### config.mk
export PLATFORM = sky130hd
export DESIGN_NAME = mesh_inj_arbiter_flat
export DESIGN_NICKNAME = d
export VERILOG_FILES = /design/src/rtl/mesh_arb_pkg.sv /design/src/rtl/mesh_inj_arbiter_if.sv /design/src/rtl/mesh_inj_fifo.sv /design/src/rtl/mesh_inj_arbiter.sv /design/src/flat_wrapper.sv
export SDC_FILE = /design/constraint.sdc
export NUM_CORES = 1
export LEC_CHECK = 0
export BUFFER_PORTS_ARGS = -buffer_cell sky130_fd_sc_hd__clkbuf_2
export CORE_AREA = 2 2 111 113
export DETAILED_ROUTE_END_ITERATION = 8
export DIE_AREA = 0 0 113 115
export GPL_ROUTABILITY_DRIVEN = 0
export PLACE_DENSITY = 0.87
export RECOVER_POWER = 50
export SYNTH_ARGS = -nofsm -noshare
export SYNTH_HDL_FRONTEND = slang
export SYNTH_SLANG_ARGS = --single-unit
export TNS_END_PERCENT = 50
### constraint.sdc
create_clock -name clk -period 3.6 [get_ports clk]
set_input_delay 0.72 -clock clk [delete_from_list [all_inputs] [get_ports clk]]
set_output_delay 0.72 -clock clk [all_outputs]
set_load 0.02 [all_outputs]
### src/rtl/mesh_arb_pkg.sv
// Shared types and the round-robin pick helper for the mesh injection arbiter.
package mesh_arb_pkg;

    typedef enum logic {S_ARB, S_HOLD} arb_state_t;

    localparam int MAX_SRC   = 32;
    localparam int SRC_IDX_W = 5;

    // First set bit strictly after ptr, wrapping at n; returns ptr if req is empty.
    function automatic logic [SRC_IDX_W-1:0] rr_next(input logic [MAX_SRC-1:0]   req,
                                                     input logic [SRC_IDX_W-1:0] ptr,
                                                     input int                   n);
        logic [SRC_IDX_W-1:0] win;
        logic                 found;
        int                   idx;
        win   = ptr;
        found = 1'b0;
        for (int i = 1; i <= MAX_SRC; i++) begin
            idx = int'(ptr) + i;
            if (idx >= n) idx = idx - n;
            if (!found && i <= n && req[idx[SRC_IDX_W-1:0]]) begin
                win   = idx[SRC_IDX_W-1:0];
                found = 1'b1;
            end
        end
        return win;
    endfunction

endpackage

### src/rtl/mesh_inj_arbiter_if.sv
// Source-side valid/ready bundle plus the pending-FIFO head seen by the mesh terminal.
interface mesh_inj_arbiter_if #(
    parameter int N_SRC     = 4,
    parameter int pckg_sz   = 40,
    parameter int BUF_DEPTH = 2
);
    logic [N_SRC-1:0]                 src_valid;
    logic [N_SRC*pckg_sz-1:0]         src_data;
    logic [N_SRC-1:0]                 src_ready;
    logic                             pndng_i_in;
    logic [pckg_sz-1:0]               data_out_i_in;
    logic                             popin;
    logic [$clog2(BUF_DEPTH+1)-1:0]   buf_count;
    logic                             pop_err;

    modport master (
        output src_valid, src_data, popin,
        input  src_ready, pndng_i_in, data_out_i_in, buf_count, pop_err
    );

    modport slave (
        input  src_valid, src_data, popin,
        output src_ready, pndng_i_in, data_out_i_in, buf_count, pop_err
    );
endinterface

### src/rtl/mesh_inj_fifo.sv
// Small in-order packet buffer; head is always presented combinationally from storage.
module mesh_inj_fifo #(
    parameter int DEPTH = 2,
    parameter int W     = 40,
    localparam int AW   = $clog2(DEPTH),
    localparam int CW   = $clog2(DEPTH+1)
) (
    input  logic          clk,
    input  logic          reset,
    input  logic          push,
    input  logic [W-1:0]  push_data,
    input  logic          pop,
    output logic [W-1:0]  head,
    output logic [CW-1:0] count,
    output logic          pndng
);
    logic [DEPTH-1:0][W-1:0] mem;
    logic [AW-1:0]           wr_ptr, rd_ptr;
    logic                    do_push, do_pop;

    assign pndng   = (count != '0);
    assign do_pop  = pop & pndng;
    assign do_push = push & (count < CW'(DEPTH));
    assign head    = mem[rd_ptr];

    // Storage is cleared so the head reads 0 straight out of reset.
    always_ff @(posedge clk or posedge reset) begin
        if (reset) begin
            mem    <= '0;
            wr_ptr <= '0;
            rd_ptr <= '0;
            count  <= '0;
        end else begin
            if (do_push) begin
                mem[wr_ptr] <= push_data;
                wr_ptr      <= wr_ptr + AW'(1);
            end
            if (do_pop) rd_ptr <= rd_ptr + AW'(1);
            case ({do_push, do_pop})
                2'b10:   count <= count + CW'(1);
                2'b01:   count <= count - CW'(1);
                default: count <= count;
            endcase
        end
    end

endmodule

### src/rtl/mesh_inj_arbiter.sv
// Round-robin, burst-capable injection arbiter feeding one mesh terminal input port.
module mesh_inj_arbiter #(
    parameter int N_SRC     = 4,
    parameter int pckg_sz   = 40,
    parameter int BUF_DEPTH = 2,
    parameter int BURST     = 1
) (
    input  logic              clk,
    input  logic              reset,
    mesh_inj_arbiter_if.slave bus
);
    import mesh_arb_pkg::*;

    localparam int IW  = $clog2(N_SRC);
    localparam int CW  = $clog2(BUF_DEPTH+1);
    localparam int BCW = $clog2(BURST+1);

    arb_state_t         state;
    logic [IW-1:0]      rr_ptr, owner, win, sel;
    logic [BCW-1:0]     burst_cnt;
    logic [N_SRC-1:0]   grant;
    logic               space, push, pndng, pop_err_q;
    logic [pckg_sz-1:0] push_data;
    logic [CW-1:0]      count;

    // Space looks only at the registered count; a same-cycle pop does not free a slot.
    assign space = (count < CW'(BUF_DEPTH));
    assign win   = IW'(rr_next(MAX_SRC'(bus.src_valid), SRC_IDX_W'(rr_ptr), N_SRC));
    assign sel   = (state == S_HOLD) ? owner : win;

    always_comb begin
        grant = '0;
        if (!reset && space) begin
            if (state == S_ARB) begin
                if (|bus.src_valid) grant[win] = 1'b1;
            end else if (bus.src_valid[owner]) begin
                grant[owner] = 1'b1;
            end
        end
    end

    always_comb begin
        push_data = '0;
        for (int i = 0; i < N_SRC; i++)
            if (IW'(i) == sel) push_data = bus.src_data[i*pckg_sz +: pckg_sz];
    end

    assign push          = |grant;
    assign bus.src_ready = grant;
    assign bus.pop_err   = pop_err_q;
    assign bus.buf_count = count;
    assign bus.pndng_i_in = pndng;

    always_ff @(posedge clk or posedge reset) begin
        if (reset) begin
            state     <= S_ARB;
            rr_ptr    <= IW'(N_SRC-1);
            owner     <= '0;
            burst_cnt <= '0;
            pop_err_q <= 1'b0;
        end else begin
            pop_err_q <= bus.popin & ~pndng;
            case (state)
                S_ARB: begin
                    if (push) begin
                        rr_ptr <= win;
                        if (BURST > 1) begin
                            state     <= S_HOLD;
                            owner     <= win;
                            burst_cnt <= BCW'(1);
                        end
                    end
                end
                S_HOLD: begin
                    // Owner leaving ends the burst without a grant; a full buffer just stalls it.
                    if (!bus.src_valid[owner]) begin
                        state     <= S_ARB;
                        burst_cnt <= '0;
                    end else if (push) begin
                        if (burst_cnt == BCW'(BURST-1)) begin
                            state     <= S_ARB;
                            burst_cnt <= '0;
                        end else begin
                            burst_cnt <= burst_cnt + BCW'(1);
                        end
                    end
                end
                default: state <= S_ARB;
            endcase
        end
    end

    mesh_inj_fifo #(.DEPTH(BUF_DEPTH), .W(pckg_sz)) u_fifo (
        .clk       (clk),
        .reset     (reset),
        .push      (push),
        .push_data (push_data),
        .pop       (bus.popin),
        .head      (bus.data_out_i_in),
        .count     (count),
        .pndng     (pndng)
    );

endmodule
### src/flat_wrapper.sv
// flat-port wrapper written by rule: the top's interface ports become plain ports
module mesh_inj_arbiter_flat import mesh_arb_pkg::*;
#(
    parameter int N_SRC     = 4,
    parameter int pckg_sz   = 40,
    parameter int BUF_DEPTH = 2,
    parameter int BURST     = 1
)
  (clk, reset, bus_src_valid, bus_src_data, bus_popin, bus_src_ready, bus_pndng_i_in, bus_data_out_i_in, bus_buf_count, bus_pop_err);
  mesh_inj_arbiter_if #(.N_SRC(N_SRC), .pckg_sz(pckg_sz), .BUF_DEPTH(BUF_DEPTH)) bus_i ();
  input  logic clk;
  input  logic reset;
  input wire logic [$bits(bus_i.src_valid)-1:0] bus_src_valid;
  input wire logic [$bits(bus_i.src_data)-1:0] bus_src_data;
  input wire logic [$bits(bus_i.popin)-1:0] bus_popin;
  output wire logic [$bits(bus_i.src_ready)-1:0] bus_src_ready;
  output wire logic [$bits(bus_i.pndng_i_in)-1:0] bus_pndng_i_in;
  output wire logic [$bits(bus_i.data_out_i_in)-1:0] bus_data_out_i_in;
  output wire logic [$bits(bus_i.buf_count)-1:0] bus_buf_count;
  output wire logic [$bits(bus_i.pop_err)-1:0] bus_pop_err;
  assign bus_i.src_valid = bus_src_valid;
  assign bus_i.src_data = bus_src_data;
  assign bus_i.popin = bus_popin;
  assign bus_src_ready = bus_i.src_ready;
  assign bus_pndng_i_in = bus_i.pndng_i_in;
  assign bus_data_out_i_in = bus_i.data_out_i_in;
  assign bus_buf_count = bus_i.buf_count;
  assign bus_pop_err = bus_i.pop_err;
  mesh_inj_arbiter #(.N_SRC(N_SRC), .pckg_sz(pckg_sz), .BUF_DEPTH(BUF_DEPTH), .BURST(BURST)) u_core (.clk(clk), .reset(reset), .bus(bus_i));
endmodule
==> flow_summary_export.csv <==
group,metric,value,unit
timing,holdWs,0.5188,ns
placed_design,pre_cts_ws,0.3519,ns
cells_and_area,drive_gt1_share,37.68,%
clock_tree,clock-root-buffer,"clkbuf_16",
synth,synthCells,626,
grt,grt_max_degree,72,
timing,relSlewSlack,-37.72,%
power_and_ir_drop,pwr_density_cell,1205,nW/um2
critical_path,crit_fanout,9,
clock_tree,hold_buffers,0,
route,ant_nets,0,
timing,worst_slack,0.1312,ns
power_and_ir_drop,intPower,4.324,mW
run_status,violations,"design-rule violations, max-capacitance violations, max-slew violations",
critical_path,cp.arrival,2.75,ns
power_and_ir_drop,p_seq_share,19.8,%
synth,synth_top_cells_by_area,"dfrtp_1 37%, a22oi_1 9.2%, mux2_2 7.7%",
clock_tree,cts_sinks,88,
route,drc,12,
timing,fin_crit,3.469,ns
timing,clock.fmax,0.2883,GHz
synth,netlist_top_cells_count,"86 x dfrtp_1, 76 x o21ai_0, 71 x a22oi_1",
timing,setup_tns,0,ns
route,drt_first_pass_iters,7,
power_and_ir_drop,peakVddDrop,2.521,mV
clock_tree,clockBufferDepth,2,
power_and_ir_drop,p_comb_share,70.3,%
synth,synth.avg_cell_area,9.292,um2
power_and_ir_drop,net-switching-power,4.497,mW
clock_tree,cts_buffers,9,
route,vias,5955,
power_and_ir_drop,p_sw_share,50.98,%
grt,grtUsageTotal,27.82,%
cells_and_area,synthToLayoutAreaGrowth,25.81,%
timing,hold_violations,0,
critical_path,worst_setup_path_end_kind,"output port",
route,drtIter0Drc,578,
cells_and_area,design_area,7318,um2
cells_and_area,regArea,2205,um2
die,pin_count,215,
synth,synth.distinct_cells,63,
synth,syn_area,5817,um2
timing,worst_pin_slew,2.055,ns
cells_and_area,fin_nets,996,
power_and_ir_drop,power,8.821,mW
die,rows,40,
timing,grt_setup_unrepaired,"false",
clock_tree,h-tree-depth,3,
synth,synth_flop_cell,"dfrtp_1",
timing,period_share,96.36,%
cells_and_area,fillCellCount,1013,
timing,maxSlewViolCount,47,
cells_and_area,antenna_cells,0,
die,dieWidth,113,um
clock_tree,cts_tree,"built",
synth,synth_top_cell_area_share,37.00,%
synth,netlist.top_cell.by_area,"dfrtp_1",
clock_tree,path_clk_slew,0.07,ns
flow_run,max_cap_violations,1,
critical_path,cp_data_required_time,2.88,ns
synth,yosysMostFrequentCell,"dfrtp_1",
clock_tree,clock_latency,0.33,ns
grt,first_global_vias,5849,
timing,setup_violations,0,
synth,ys_seq_area_share,37.90,%
route,avgViaCountPerCell,6.108,
grt,grt_remaining_overflow,0,
grt,grt_pass1_wl,28870,um
cells_and_area,multiInputGateArea,3363,um2
synth,syn_nets,799,
placed_design,dp_hpwl,12750,um
critical_path,path_class,"reg2out",
die,dieArea,13000,um2
die,start_util,49.25,%
grt,antenna_found_initial,0,
die,core-area,11810,um2
synth,ys_async_sr_fraction,100.0,%
run_status,outcome,"complete, but fails checks",
power_and_ir_drop,power.leakage,3.253,nW
die,die-height,115,um
critical_path,crit_path_start_kind,"flip-flop",
placed_design,placed_area,7049,um2
power_and_ir_drop,pwr-share-clk,9.8,%
timing,clock_skew,0.009915,ns
placed_design,port_buffers,214,
synth,synth_edf_count,0,
route,finalWirelength,18430,um
worst_hold_path,hp-class,"reg2reg",
synth,ys_ff_latch,88,
synth,ys.warnings.count,2,
route,routedWlPerCell,18.90,um
==> state kept, by name (all words and copies together), names as in the netlist <==
register	flops
u_core.u_fifo.mem	80
u_core.rr_ptr	2
u_core.u_fifo.count	2
u_core.bus.pop_err	1
u_core.state	1
u_core.u_fifo.rd_ptr	1
u_core.u_fifo.wr_ptr	1
==> worst paths after layout <==
path,start,end,slack [ns],cells past startpoint
max reg2reg,u_core.rr_ptr[0],u_core.u_fifo.mem[50],0.62,9
max,u_core.rr_ptr[0],bus_src_ready[0],0.13,8
min,u_core.state,u_core.state,0.52,1
min reg2reg,u_core.state,u_core.state,0.52,1
max in group asynchronous,reset,u_core.u_fifo.mem[57],0.86,3
min in group asynchronous,reset,u_core.state,0.91,2
==> timing repair <==
item,CTS,global route
buffers inserted,3,0
pin swaps,1,1
resized for setup,1,3
endpoints found under the setup margin,1,4
==> critical path: stages, from the launching register on <==
cell and delay (ns):
dfstp_2 0.56, clkinv_1 0.11, ha_1 0.34, mux4_2 0.29, o211ai_4 0.14, o311a_1 0.38
a22o_4 0.32, nor2_1 0.11, clkbuf_2 0.18
==> routing by layer <==
metal  vias to the layer above  track usage [%]  share of wire, %
li1                       2774                -                 -
met1                      2854            35.32                41
met2                       295            47.62                50
met3                        32            5.640               6.6
met4                         0            9.675               2.0
met5                         -                0                 0
==> logic make-up (layout without fill, tap and decap cells) <==
| group | Yosys count | after routing | share of synthesized area [%] |
|---|---|---|---|
| compound gates | 319 | 319 | 36.93 |
| xor+xnor | 5 | 5 | 0.7530 |
| buf+inv | 62 | 264 | 5.614 |
| fa+ha+maj | 6 | 6 | 1.291 |
| mux | 45 | 45 | 8.905 |
| flops | 88 | 88 | 37.90 |
| simple gates | 101 | 101 | 8.604 |
==> through the flow <==
step | instances | utilization, %
after global routing | 975 | 61.96
after floorplan | 626 | -
final | 975 | 61.96
after CTS | 975 | 62.24
after global placement | 956 | 59.68
after detailed placement | 956 | 59.68
==> power groups by stage <==
stage / clock network (mW) / logic [mW] / registers (mW)
global route: 0.918 / 6.74 / 1.80
global placement: 0 / 5.98 / 1.74
finish: 0.866 / 6.20 / 1.75
floorplan: 0 / 4.63 / 1.66
detailed placement: 0 / 6.08 / 1.77
CTS: 0.878 / 6.16 / 1.74
==> area by class of cell <==
type | count | area share [%]
clock inverter | 7 | 0.6155
tap | 147 | 2.513
timing repair buffer | 243 | 17.44
inverter | 5 | 0.2736
sequential | 88 | 30.12
clock buffer | 9 | 3.077
multi-input combinational | 476 | 45.96
==> cell usage in the layout (no fill, tap or decap), types with 4 or more instances in the layout <==
master     Yosys  routed
mux2_2        40      40
a2bb2oi_1     35      35
o211ai_1       4       4
clkbuf_16      0       9
nor2_1        52      49
a22oi_1       71      71
a21boi_1       5       5
buf_4          1      27
o21ai_0       76      76
clkinv_2       0       4
nand2_1       14      14
or2_2          4       4
dfrtp_1       86      86
clkbuf_1      25      18
o21ai_1       64      64
nand3_1        5       4
a21boi_0      27      27
o221ai_2       4       4
nor2b_1        4       4
ha_1           6       6
nor3_1         6       6
clkbuf_2       1     197
a31oi_1       12      12
Power figures use the tool's default switching activity.
